### src/rtl/readout_pkg.sv
// Shared types and constants for the sample readout path.
package readout_pkg;

  typedef enum logic [2:0] {
    IDLE,
    ISSUE,
    WAIT,
    SEND,
    FIN
  } state_t;

  localparam int ADDR_W_DEF = 16;
  localparam int DATA_W_DEF = 16;
  localparam int CKSUM_W    = 16;

endpackage

### src/rtl/readout_addr_gen.sv
// Read address up-counter and remaining-word down-counter for one readout block.
// rem holds the number of words still to send after the current one.
module readout_addr_gen
  import readout_pkg::*;
#(
  parameter int ADDR_W = ADDR_W_DEF
) (
  input  logic              clk,
  input  logic              reset,
  input  logic              load,
  input  logic              step,
  input  logic [ADDR_W-1:0] load_adr,
  input  logic [ADDR_W-1:0] load_cnt,
  output logic [ADDR_W-1:0] adr,
  output logic              rem_zero
);

  logic [ADDR_W-1:0] adr_q, adr_d;
  logic [ADDR_W-1:0] rem_q, rem_d;

  always_ff @(posedge clk or posedge reset) begin
    if (reset) begin
      adr_q <= '0;
      rem_q <= '0;
    end else begin
      adr_q <= adr_d;
      rem_q <= rem_d;
    end
  end

  always_comb begin
    adr_d = adr_q;
    rem_d = rem_q;
    if (load) begin
      adr_d = load_adr;
      rem_d = load_cnt - ADDR_W'(1);
    end else if (step && (rem_q != '0)) begin
      adr_d = adr_q + ADDR_W'(1);
      rem_d = rem_q - ADDR_W'(1);
    end
  end

  assign adr      = adr_q;
  assign rem_zero = (rem_q == '0);

endmodule

### src/rtl/sample_readout.sv
// Streams a block of sample RAM words onto a valid/ready transmit link.
// Defining READOUT_CHECKSUM_EN appends a 16-bit sum word after the last sample.
//
// state | meaning
// IDLE  | waiting for start
// ISSUE | rd_en strobe for the current address
// WAIT  | RAM read latency, captures rd_data on the last cycle
// SEND  | tx_valid held until tx_ready
// FIN   | one-cycle done pulse, busy low
module sample_readout
  import readout_pkg::*;
#(
  parameter int ADDR_W  = ADDR_W_DEF,
  parameter int DATA_W  = DATA_W_DEF,
  parameter int RAM_LAT = 1
) (
  input  logic              clk,
  input  logic              reset,
  input  logic              start,
  input  logic [ADDR_W-1:0] start_adr,
  input  logic [ADDR_W-1:0] count,
  output logic              rd_en,
  output logic [ADDR_W-1:0] rd_adr,
  input  logic [DATA_W-1:0] rd_data,
  output logic [DATA_W-1:0] tx_data,
  output logic              tx_valid,
  input  logic              tx_ready,
  output logic              tx_last,
  output logic              busy,
  output logic              done
);

  localparam int LAT_W = (RAM_LAT > 1) ? $clog2(RAM_LAT) : 1;

  state_t            state_q, state_d;
  logic [LAT_W-1:0]  lat_q, lat_d;
  logic [DATA_W-1:0] tx_data_q, tx_data_d;
  logic              start_acc;
  logic              hs;
  logic              sample_hs;
  logic              rem_zero;
  logic              last_flag;

`ifdef READOUT_CHECKSUM_EN
  localparam state_t ZERO_NEXT = SEND;
  logic [CKSUM_W-1:0] cksum_q, cksum_d;
  logic [CKSUM_W-1:0] cksum_sum;
  logic               phase_q, phase_d;

  assign cksum_sum = cksum_q + CKSUM_W'(tx_data_q);
  assign sample_hs = hs && !phase_q;
  assign last_flag = phase_q;
`else
  localparam state_t ZERO_NEXT = FIN;
  assign sample_hs = hs;
  assign last_flag = rem_zero;
`endif

  assign start_acc = (state_q == IDLE) && start;
  assign hs        = tx_valid && tx_ready;

  readout_addr_gen #(.ADDR_W(ADDR_W)) u_addr_gen (
    .clk      (clk),
    .reset    (reset),
    .load     (start_acc),
    .step     (sample_hs),
    .load_adr (start_adr),
    .load_cnt (count),
    .adr      (rd_adr),
    .rem_zero (rem_zero)
  );

  always_ff @(posedge clk or posedge reset) begin
    if (reset) begin
      state_q   <= IDLE;
      lat_q     <= '0;
      tx_data_q <= '0;
`ifdef READOUT_CHECKSUM_EN
      cksum_q   <= '0;
      phase_q   <= 1'b0;
`endif
    end else begin
      state_q   <= state_d;
      lat_q     <= lat_d;
      tx_data_q <= tx_data_d;
`ifdef READOUT_CHECKSUM_EN
      cksum_q   <= cksum_d;
      phase_q   <= phase_d;
`endif
    end
  end

  always_comb begin
    state_d = state_q;
    case (state_q)
      IDLE:  if (start) state_d = (count != '0) ? ISSUE : ZERO_NEXT;
      ISSUE: state_d = WAIT;
      WAIT:  if (lat_q == '0) state_d = SEND;
      SEND: begin
        if (hs) begin
`ifdef READOUT_CHECKSUM_EN
          if (phase_q)       state_d = FIN;
          else if (rem_zero) state_d = SEND;
          else               state_d = ISSUE;
`else
          state_d = rem_zero ? FIN : ISSUE;
`endif
        end
      end
      FIN:     state_d = IDLE;
      default: state_d = IDLE;
    endcase
  end

  always_comb begin
    lat_d     = lat_q;
    tx_data_d = tx_data_q;
    if (state_q == ISSUE) begin
      lat_d = LAT_W'(RAM_LAT - 1);
    end else if ((state_q == WAIT) && (lat_q != '0)) begin
      lat_d = lat_q - LAT_W'(1);
    end
    if ((state_q == WAIT) && (lat_q == '0)) begin
      tx_data_d = rd_data;
    end
`ifdef READOUT_CHECKSUM_EN
    cksum_d = cksum_q;
    phase_d = phase_q;
    // An empty block goes straight to the trailer word carrying a zero sum.
    if (start_acc) begin
      cksum_d = '0;
      phase_d = (count == '0);
      if (count == '0) tx_data_d = '0;
    end else if (sample_hs) begin
      cksum_d = cksum_sum;
      if (rem_zero) begin
        phase_d   = 1'b1;
        tx_data_d = DATA_W'(cksum_sum);
      end
    end else if (state_q == FIN) begin
      phase_d = 1'b0;
    end
`endif
  end

  always_comb begin
    rd_en    = 1'b0;
    tx_valid = 1'b0;
    busy     = 1'b0;
    done     = 1'b0;
    case (state_q)
      ISSUE: begin
        rd_en = 1'b1;
        busy  = 1'b1;
      end
      WAIT: busy = 1'b1;
      SEND: begin
        tx_valid = 1'b1;
        busy     = 1'b1;
      end
      FIN:     done = 1'b1;
      default: ;
    endcase
  end

  assign tx_data = tx_data_q;
  assign tx_last = tx_valid && last_flag;

endmodule
### config.mk
export PLATFORM = sky130hd
export DESIGN_NAME = sample_readout
export DESIGN_NICKNAME = d
export VERILOG_FILES = /design/src/rtl/readout_pkg.sv /design/src/rtl/readout_addr_gen.sv /design/src/rtl/sample_readout.sv
export SDC_FILE = /design/constraint.sdc
export NUM_CORES = 1
export LEC_CHECK = 0
export BUFFER_PORTS_ARGS = -buffer_cell sky130_fd_sc_hd__buf_2
export CAP_MARGIN = 20
export CORE_ASPECT_RATIO = 0.9
export CORE_MARGIN = 4
export CORE_UTILIZATION = 45
export DETAILED_ROUTE_END_ITERATION = 16
export PLACE_DENSITY_LB_ADDON = 0.2
export SLEW_MARGIN = 20
export SYNTH_ARGS = -nofsm -noshare
export SYNTH_HDL_FRONTEND = slang
export SYNTH_SLANG_ARGS = --single-unit
### constraint.sdc
create_clock -name clk -period 3.4 [get_ports clk]
set_clock_uncertainty 0.2 [all_clocks]
set_input_delay 0.68 -clock clk [delete_from_list [all_inputs] [get_ports clk]]
set_output_delay 0.68 -clock clk [all_outputs]
set_load 0.02 [all_outputs]
# == After elaboration in Yosys (flattened, before gate mapping) ==
# Cells that the tools add are included.
# Widths: inputs -> output; s select.
# totals
regBits,52
input_bits,52
output_inout_bits,37
word_cells,47
# classes
add_sub_neg,4
eq_ne,7
muxes,16
n_bitwise,1
reduce_logical,14
# ops
cell,n
$mux 16,4
$reduce_bool 16->1,2
$sub 16x1->16 const B,2
$add 16x1->16 const B,1
$logic_not 16->1,1
$mux 3,5
$pmux 3 s4,1
$eq 3x2->1 const B,2
$logic_and 1x1->1,6
$mux 1,6
$ne 2x2->1 const B,2
$reduce_bool 2->1,2
$eq 3x1->1 const B,1
$eq 3x3->1 const B,1
$logic_not 3->1,1
$reduce_and 3->1,1
$reduce_or 3->1,1
$ne 2x1->1 const B,1
$not 1->1,1
$sub 1x1->1 const B,1

# == Depth between registers and ports, before layout ==
# depth
word_depth,6
mapped_depth,11
ltp_nobuf,9

# == Hierarchy ==
# From an unflattened synthesis, not the netlist that was laid out.
# hier_totals
hier_cells,319
area_unflattened_um2,3116.7
# by_module_without_submodules
module,instances,cells_each,area_each_um2,seq_area_each_um2
readout_addr_gen,1,255,2240.9,800.8
sample_readout,1,64,875.8,500.5

# == Least setup slack after synthesis ==
# Ideal clock, no wire load.
# synth_timing
path_type,input-to-reg
from,in start
to,reg u_addr_gen.rem_q[12]
arrival_ps,3151
required_ps,3114
path_slack_ps,-37
cell_stages,11
path_buffers,3
path_cell_list,or4b_1 > buf_6 > clkbuf_1 > a21oi_1 > ha_1 > buf_2 > or4b_2 > nor4_1 > xor2_1 > nor2_1 > nor3_1
# synth_between
elab_chain_cells,2
word_cells_on_any_way,3
cone_classes,1 x mux; 2 x reduce/logical
# synth_rtl
item,line_no,text
"start, declared",sample_readout.sv:19,"input logic start,"
$logic_and 1x1->1 (*),sample_readout.sv:59,assign start_acc = (state_q == IDLE) && start;
$mux 16 or $reduce_bool 2->1 (tied branches),-,
"end signal, assigned",readout_addr_gen.sv:27,rem_q <= rem_d;
"end, declared",readout_addr_gen.sv:19,"logic [ADDR_W-1:0] rem_q, rem_d;"
# Mark *: on every way between the ends. The rest lies on a longest branch, timed or not.
# A chain may end at the register's enable or synchronous reset.

# == Worst setup path after layout ==
# layout_timing
from,reg u_addr_gen.rem_q[10]
to,out tx_last
# layout_between
elab_chain_cells,2
# layout_rtl
item,line_no,text
$logic_not 16->1,readout_addr_gen.sv:44,assign rem_zero = (rem_q == '0);
$logic_and 1x1->1,sample_readout.sv:167,assign tx_last = tx_valid && last_flag;
"end, declared",sample_readout.sv:28,"output logic tx_last,"
# No other way between the ends.

==> qor.yml <==
syn2layout_area_growth_pct: 21.50
multi_input_area_um2: 1744
drive_above_1_share_pct: 36.25
r2r_end: "u_addr_gen.rem_q[12]$_DFFE_PP0P_"
synth_area_um2: 3143
drtIter0Drc: 146
diodes: 0
clkLatencyLatePin_ns: 0.32
hold_viol: 0
power_switching_w: 0.001374
post-route-period-util_pct: 89.39
cts_sinks: 52
fin_total_pwr_w: 0.003139
firstDrtPassIters: 4
worstMarginPinSlew_ns: 0.9722
grt_max_degree: 37
drc: 0
ff_latch_area_um2: 1301
crit_type: "reg2out"
power.internal_w: 0.001765
cts_setup_buffers: 0
clock_path_buffers: 2
dieHeight_um: 87.29
via_count: 2807
slew_violations: 0
dieArea_um2: 8388
vias_per_cell: 5.603
end_kind: "primary output"
power_frac_seq_pct: 38.6
dieWidth_um: 96.10
comb_power_share_pct: 47.1
synth_area_leaders: "dfrtp_1 (41%), mux2_2 (6.1%), xor2_1 (5.6%), nor2_1 (3.7%), xnor2_1 (3.6%)"
grtUsageTotal_pct: 19.75
hp-class: "in2async"
grt_pass1_vias: 2703
final_cell_mix: "buf_2 (88), dfrtp_1 (52), nor2_1 (31), nand2_1 (22), xor2_1 (20)"
period_minus_slack_ns: 3.039
routedWlPerCell_um: 15.93
synth-edff-count: 0
nFillCells: 656
hold_buffers: 0
synth-async-reset-ratio_pct: 100.0
seq_area_frac_synth_pct: 41.40
rsz0062_at_grt: "false"
antenna_found_initial: 0
routed_wl_mm: 7.982
vdd_drop_max_mv: 0.3388
powerDensity_nw_per_um2: 822.0
post-place-ws_ns: 0.1716
htree_levels: 2
yosysTopAreaCell: "dfrtp_1"
setup_tns_ns: 0
status: "complete, no violations"
crit_start: "u_addr_gen.rem_q[10]$_DFFE_PP0P_"
grt_remaining_overflow: 0
dp_hpwl_mm: 5.944
yosys_warnings: 0
max_freq_ghz: 0.3290
start_kind: "register"
worstRegToRegCells: 9
cts_tree: "done"
netlist.area_leader.share_pct: 41.40
place.gp.congestion: 0.8320
power_leakage_nw: 1.592
clockRootBuffer: "clkbuf_8"
ys_ff_latch: 52
final_nets: 464
io_pins: 89
worst-r2r-setup-slack_ns: 0.42
design_area_um2: 3819
clkPwrFrac_pct: 14.3
setup_violations: 0
core.rowCount: 28
mostFrequentLayoutCell: "buf_2"
portBuffers: 88
r2r-start: "state_q[1]$_DFFE_PP0P_"
cts_resized: 0
synth_fp_nets: 375
crit_required_ns: 2.52
timing.slew.headroom_pct: 34.91
maxCapViolations: 0
place_area_um2: 3704
setup_ws_ns: 0.3607
grt_pass1_wl_mm: 13.11
synthDistinctLibCells: 56
cp_max_fo: 9
core_um2: 6691
arrival_ns: 2.16
cts_inserted_buffers: 5
syn_inst: 321
path_clk_slew_ns: 0.10
start_util_pct: 46.97
drt.antenna.violating_nets: 0
synth_flop_cell: "dfrtp_1"
synth_area_per_cell_um2: 9.791
crit_end: "tx_last"
switching_share_pct: 43.76
-- through the flow --
stage          util (%)  hold slack (ns)  instances
2_1_floorplan         -           0.2809        321
3_3_place_gp      55.35           0.2849        493
3_5_place_dp      55.35           0.2925        493
4_1_cts           57.07           0.1570        501
5_1_grt           57.07           0.1681        501
6_report          57.07           0.1460        501
-- layout make-up --
class,count,share of cell area [%]
well taps,90,2.949
inverters,4,0.3932
clock buffers,5,1.802
multi-input cells,247,45.67
flip-flops and latches,52,34.08
repair buffers,100,13.89
clock inverters,3,1.212
-- synthesized netlist by cell type, drive strengths merged, types with 4 or more instances --
master / count
nand3: 9
mux2i: 7
xnor2: 13
buf: 7
nor3: 7
nor2: 31
dfrtp: 52
or3: 5
o211ai: 4
a31oi: 6
mux2: 17
xor2: 20
inv: 4
nand2: 22
a21oi: 15
o2111ai: 7
o31ai: 4
or4: 12
o21ai: 14
nand4: 6
clkbuf: 11
and3: 6
nor4: 13
-- per-layer routing --
layer | routed length [um] | share of wire, % | vias to the layer above | GRT usage [%]
li1 | - | - | 1374 | -
met3 | 520 | 6.5 | 4 | 3.630
met2 | 3649 | 46 | 93 | 31.91
met4 | 57 | 0.71 | 0 | 4.651
met1 | 3755 | 47 | 1336 | 27.40
met5 | 0 | 0 | - | 0
-- critical path: stages (launching register included) --
cell and delay, ns:
dfrtp_1 0.45, or4_4 0.59, nor4_2 0.14, buf_4 0.22, nand2_1 0.14, nor2_1 0.14, buf_2 0.18
-- sequential cells by signal, indices dropped and copies added, names as in the netlist --
| signal | flops |
|---|---|
| u_addr_gen.adr | 16 |
| tx_data | 16 |
| lat_q | 1 |
| u_addr_gen.rem_q | 16 |
| state_q | 3 |
-- worst min-delay path by stage --
stage | end | slack, ns | startpoint | cells past startpoint
floorplan | u_addr_gen.rem_q[1]$_DFFE_PP0P_ | 0.28 | u_addr_gen.rem_q[1]$_DFFE_PP0P_ | 2
global placement | tx_data[8]$_DFFE_PP0P_ | 0.28 | tx_data[8]$_DFFE_PP0P_ | 1
detailed placement | tx_data[5]$_DFFE_PP0P_ | 0.29 | tx_data[5]$_DFFE_PP0P_ | 1
CTS | tx_data[10]$_DFFE_PP0P_ | 0.16 | reset | 2
global route | tx_data[11]$_DFFE_PP0P_ | 0.17 | reset | 2
finish | tx_data[10]$_DFFE_PP0P_ | 0.15 | reset | 2
-- kinds of logic (layout without fill, tap and decap cells) --
logic type / after synthesis / after routing / share of synthesized area [%]
AO/OA/AOI/OAI: 61 / 61 / 13.18
XOR/XNOR: 33 / 33 / 9.196
AND/OR/NAND/NOR: 127 / 127 / 23.33
buffers and inverters: 22 / 112 / 3.782
adder cells (fa/ha/maj): 2 / 2 / 0.7961
flip-flops: 52 / 52 / 41.40
multiplexers: 24 / 24 / 8.320
-- power by group through the flow --
stage / combinational, W / sequential [W] / clock (W)
3_5_place_dp: 0.00149 / 0.00122 / 0
4_1_cts: 0.00149 / 0.00121 / 0.000456
2_1_floorplan: 0.000813 / 0.00140 / 0
3_3_place_gp: 0.00146 / 0.00120 / 0
5_1_grt: 0.00163 / 0.00126 / 0.000481
6_report: 0.00148 / 0.00121 / 0.000449
(Power assumes the default switching activity.)
